<file path="src/rtl/core_seq_ctrl.sv">
// Multi-cycle instruction sequencer for the RV64 core datapath.
// Steps each instruction FETCH/DECODE/EXEC/MEM/WB by opcode class, with run/halt control and a retire counter.
module core_seq_ctrl #(
  parameter int unsigned INSTRET_W = 32
) (
  input  logic                 clk,
  input  logic                 rstn,
  input  logic                 run,
  input  logic                 halt_req,
  input  logic [6:0]           opcode,
  input  logic                 imem_ack,
  input  logic                 dmem_ack,
  output logic                 imem_req,
  output logic                 ir_load,
  output logic                 pc_load,
  output logic                 rf_w_en,
  output logic                 dmem_r_en,
  output logic                 dmem_w_en,
  output logic                 illegal,
  output logic                 halted,
  output logic [2:0]           state,
  output logic [INSTRET_W-1:0] instret
);

  typedef enum logic [2:0] {
    S_IDLE   = 3'd0,
    S_FETCH  = 3'd1,
    S_DECODE = 3'd2,
    S_EXEC   = 3'd3,
    S_MEM    = 3'd4,
    S_WB     = 3'd5,
    S_HALT   = 3'd6
  } state_t;

  typedef enum logic [2:0] {
    C_ALU     = 3'd0,
    C_LOAD    = 3'd1,
    C_STORE   = 3'd2,
    C_BRANCH  = 3'd3,
    C_ILLEGAL = 3'd4
  } cls_t;

  state_t               state_q, state_d, bnd_state;
  cls_t                 cls_q, op_cls;
  logic                 retire;
  logic [INSTRET_W-1:0] instret_q;

  always_comb begin
    unique case (opcode)
      7'b0110011, 7'b0010011: op_cls = C_ALU;
      7'b0000011:             op_cls = C_LOAD;
      7'b0100011:             op_cls = C_STORE;
      7'b1100011:             op_cls = C_BRANCH;
      default:                op_cls = C_ILLEGAL;
    endcase
  end

  // Destination at an instruction boundary: halt has priority over run.
  always_comb begin
    if (halt_req)  bnd_state = S_HALT;
    else if (run)  bnd_state = S_FETCH;
    else           bnd_state = S_IDLE;
  end

  always_ff @(posedge clk or negedge rstn) begin
    if (!rstn) begin
      state_q   <= S_IDLE;
      cls_q     <= C_ALU;
      instret_q <= '0;
    end else begin
      state_q <= state_d;
      if (state_q == S_DECODE) cls_q <= op_cls;
      if (retire) instret_q <= instret_q + INSTRET_W'(1);
    end
  end

  always_comb begin
    state_d   = state_q;
    imem_req  = 1'b0;
    ir_load   = 1'b0;
    pc_load   = 1'b0;
    rf_w_en   = 1'b0;
    dmem_r_en = 1'b0;
    dmem_w_en = 1'b0;
    illegal   = 1'b0;
    halted    = 1'b0;
    retire    = 1'b0;
    case (state_q)
      S_IDLE: begin
        if (run) state_d = S_FETCH;
      end
      S_FETCH: begin
        imem_req = 1'b1;
        if (imem_ack) begin
          ir_load = 1'b1;
          state_d = S_DECODE;
        end
      end
      S_DECODE: begin
        // Illegal opcodes are skipped here without retiring.
        if (op_cls == C_ILLEGAL) begin
          illegal = 1'b1;
          pc_load = 1'b1;
          state_d = bnd_state;
        end else begin
          state_d = S_EXEC;
        end
      end
      S_EXEC: begin
        case (cls_q)
          C_BRANCH: begin
            pc_load = 1'b1;
            retire  = 1'b1;
            state_d = bnd_state;
          end
          C_LOAD, C_STORE: state_d = S_MEM;
          default:         state_d = S_WB;
        endcase
      end
      S_MEM: begin
        if (cls_q == C_LOAD) begin
          dmem_r_en = 1'b1;
          if (dmem_ack) state_d = S_WB;
        end else begin
          dmem_w_en = 1'b1;
          if (dmem_ack) begin
            pc_load = 1'b1;
            retire  = 1'b1;
            state_d = bnd_state;
          end
        end
      end
      S_WB: begin
        rf_w_en = 1'b1;
        pc_load = 1'b1;
        retire  = 1'b1;
        state_d = bnd_state;
      end
      S_HALT: begin
        halted = 1'b1;
        if (!halt_req) state_d = run ? S_FETCH : S_IDLE;
      end
      default: state_d = S_IDLE;
    endcase
  end

  assign state   = state_q;
  assign instret = instret_q;

endmodule

</file>
<file path="config.mk">
export PLATFORM = sky130hd
export DESIGN_NAME = core_seq_ctrl
export DESIGN_NICKNAME = d
export VERILOG_FILES = /design/src/rtl/core_seq_ctrl.sv
export SDC_FILE = /design/constraint.sdc
export NUM_CORES = 1
export LEC_CHECK = 0
export BUFFER_PORTS_ARGS = -buffer_cell sky130_fd_sc_hd__buf_4
export CORE_MARGIN = 3
export CORE_UTILIZATION = 52
export DETAILED_ROUTE_END_ITERATION = 12
export GPL_TIMING_DRIVEN = 0
export PLACE_DENSITY = 0.79
export SLEW_MARGIN = 25
export SYNTH_ARGS = -nofsm -noshare
export SYNTH_HDL_FRONTEND = slang
export SYNTH_SLANG_ARGS = --single-unit
</file>
<file path="constraint.sdc">
create_clock -name clk -period 2.8 [get_ports clk]
set_input_delay 0.56 -clock clk [delete_from_list [all_inputs] [get_ports clk]]
set_output_delay 0.56 -clock clk [all_outputs]
set_load 0.02 [all_outputs]
</file>
==> results_dict.tcl <==
set metrics [dict create \
    routed_via_density 5.663 \
    status "finished, final reports clean" \
    drive_gt1_frac 0.2842 \
    ys_warn_count 0 \
    clockBufferDepth 2 \
    p_per_area_nw_per_um2 609.4 \
    fin_crit_ns 2.564 \
    regArea_um2 950.9 \
    p_clk_frac 0.241 \
    p_sw_w 0.0005888 \
    ctsRootBufferMaster "clkbuf_8" \
    fp-row-count 22 \
    slew_viol_final 0 \
    synth_common_cells "38 x dfrtp_1, 22 x nand2_1, 21 x xnor2_1, 17 x nor2_1, 16 x nand3_1" \
    grt-busiest-layer "met2" \
    core_area_um2 3771 \
    max_stage_delay_ns 0.51 \
    cp_top_family "simple AND/OR/NAND/NOR gates" \
    hpwl_mm 3.474 \
    grt-ovfl-total 0 \
    h-tree-depth 2 \
    seq_area_frac_synth 0.4527 \
    p_leak_nw 1.201 \
    crit_chain "clkbuf_1 > or3b_2 > nor2_1 > buf_4" \
    peakVddDrop_mv 0.4226 \
    tightestPinTransition_ns 0.6052 \
    crit_path_end_kind "primary output" \
    path_max_fanout 10 \
    diodes 0 \
    finalSetupViolations 0 \
    cts-hold-fix-buffers 0 \
    synth_top_area_cell "dfrtp_1" \
    syn_nets 230 \
    insertion_delay_ns 0.29 \
    fmax_mhz 390.0 \
    final_cell_area_um2 2675 \
    seqPwrFrac 0.406 \
    swShare 0.3612 \
    ant_nets 0 \
    drc_errors 0 \
    clkTransAtPathRegs_ns 0.07 \
    grtUsageTotal 0.2116 \
    synthTopCellsByArea "dfrtp_1 45%, xnor2_1 8.8%, xor2_1 4.6%" \
    internal-power_w 0.001041 \
    place_congestion 0.8566 \
    layout.nets 292 \
    die_h_um 69.56 \
    clock_skew_ns 0.005991 \
    async_flop_share 1.000 \
    initial_core_util 0.5571 \
    cp_slowest_cell "or3b_2" \
    crit_buf_inv 2 \
    portBuffers 55 \
    via_count 1846 \
    whs_ns 0.2231 \
    tns_ns 0 \
    grt_pass1_vias 1764 \
    ios 56 \
    fin_crit_sh 0.9159 \
    cts_buffers 5 \
    cts_resized 0 \
    grt_use_met1 0.2670 \
    r2r_setup_slack_ns 0.33 \
    first_pass_iters 4 \
    areaGrowthSynthToFinish_pct 27.34 \
    postLayoutCoreUtil 0.7094 \
    die_w_um 69.56 \
    syn_area_per_cell_um2 9.771 \
    yosys_register_bits 38 \
    clock_sinks 38 \
    post_cts_buffers 0 \
    synth_edf_count 0 \
    use_met3 0.05362 \
    rsz0062_at_grt "no" \
    yosysMostFrequentCell "dfrtp_1" \
    die_area_um2 4839 \
    max_cap_viol_count 0 \
    crit_type "reg2out" \
    crit_required_ns 2.24 \
    fill_cells 293 \
    drt_wl_total_mm 4.927 \
    hold_path.class "in2async" \
    yosys.cell_types.count 43 \
    antenna_found_initial 0 \
    synth_top_area_frac 0.4527 \
    grt_max_degree 39 \
    grt_pass1_wl_mm 8.307 \
    multiInputGateArea_um2 1094 \
    finalHoldViolCount 0 \
    slew_headroom 0.5907 \
    cp-start-kind "register" \
    syn_area_um2 2101 \
    synth_cells 215 \
    synth_ff_type "dfrtp_1" \
    first_iter_violations 131 \
    placed_area_um2 2574 \
    cts_tree "yes" \
    grtUsageMet2 0.3464 \
    cp.arrival_ns 2.00 \
    combinationalPowerShare 0.352 \
    wl_per_cell_um 15.11 \
]
## stage by stage
| stage | worst slack, ns | std cells | power (W) |
|---|---|---|---|
| final | 0.2356 | 326 | 0.001630 |
| after global routing | 0.08795 | 326 | 0.001718 |
| after CTS | 0.2414 | 326 | 0.001635 |
| after detailed placement | 0.3628 | 318 | 0.001236 |
| after global placement | 0.3859 | 318 | 0.001227 |
| after floorplan | 0.5217 | 215 | 0.001042 |
## worst reg2reg max path: cells and delay by family (launching register included)
family	cells	cell delay [ns]
flops	1	0.45
simple gates	1	0.21
fa+ha+maj	1	0.15
xor+xnor	1	0.17
compound gates	2	0.59
buf+inv	3	0.80
## layout by cell type (no fill, tap or decap), types with 6 or more instances in the layout
cell	instances
a21oi_1	7
inv_1	7
nand3_1	16
clkbuf_1	6
nand2_1	22
nand4_1	8
dfrtp_1	38
clkbuf_8	7
xor2_1	11
nor2_1	17
xnor2_1	21
buf_4	55
o21ai_0	6
## power groups by stage
stage | Combinational (W) | Clock (W) | Sequential (W)
floorplan | 0.000340 | 0 | 0.000703
global placement | 0.000559 | 0 | 0.000668
detailed placement | 0.000567 | 0 | 0.000669
CTS | 0.000575 | 0.000399 | 0.000661
global route | 0.000627 | 0.000419 | 0.000671
finish | 0.000575 | 0.000393 | 0.000662
## cell type report
cell class              count  share of cell area
repair buffers             55              0.1543
plain buffers               7             0.01356
clock buffers               6             0.03087
multi-input cells         163              0.4088
well taps                  48             0.02245
clock inverters             2            0.004677
inverters                   7            0.009822
flip-flops and latches     38              0.3555
## layer usage
metal  vias to the layer above  part of all wire  routed length (µm)
met2                        62              0.48                2363
li1                        881                 -                   -
met3                        11             0.061                 300
met4                         0             0.020                  97
met5                         -                 0                   0
met1                       892              0.44                2166
## final timing paths
kind                                    startpoint  depth (start not counted)                 endpoint
setup / recovery              state[2]$_DFFE_PN0P_                          4                dmem_r_en
hold / removal                                rstn                          1  instret[31]$_DFFE_PN0P_
setup reg to reg              state[1]$_DFFE_PN0P_                          8  instret[31]$_DFFE_PN0P_
hold reg to reg            instret[31]$_DFFE_PN0P_                          1  instret[31]$_DFFE_PN0P_
max in group asynchronous                     rstn                          1  instret[10]$_DFFE_PN0P_
min in group clk           instret[31]$_DFFE_PN0P_                          1  instret[31]$_DFFE_PN0P_
## registers in the layout (all words and copies together) (netlist names)
register / flops
state: 3
cls_q: 3
instret: 32
## cells by family after synthesis
group                      synth area share
muxes                              0.004765
and+or+nand+nor                      0.2650
DFF                                  0.4526
xor gates and xnor gates             0.1334
AOI/OAI and AO/OA                    0.1024
adders and majority gates           0.01191
buffers and inverters               0.02978
No activity file was read; power rests on OpenSTA's default activity.
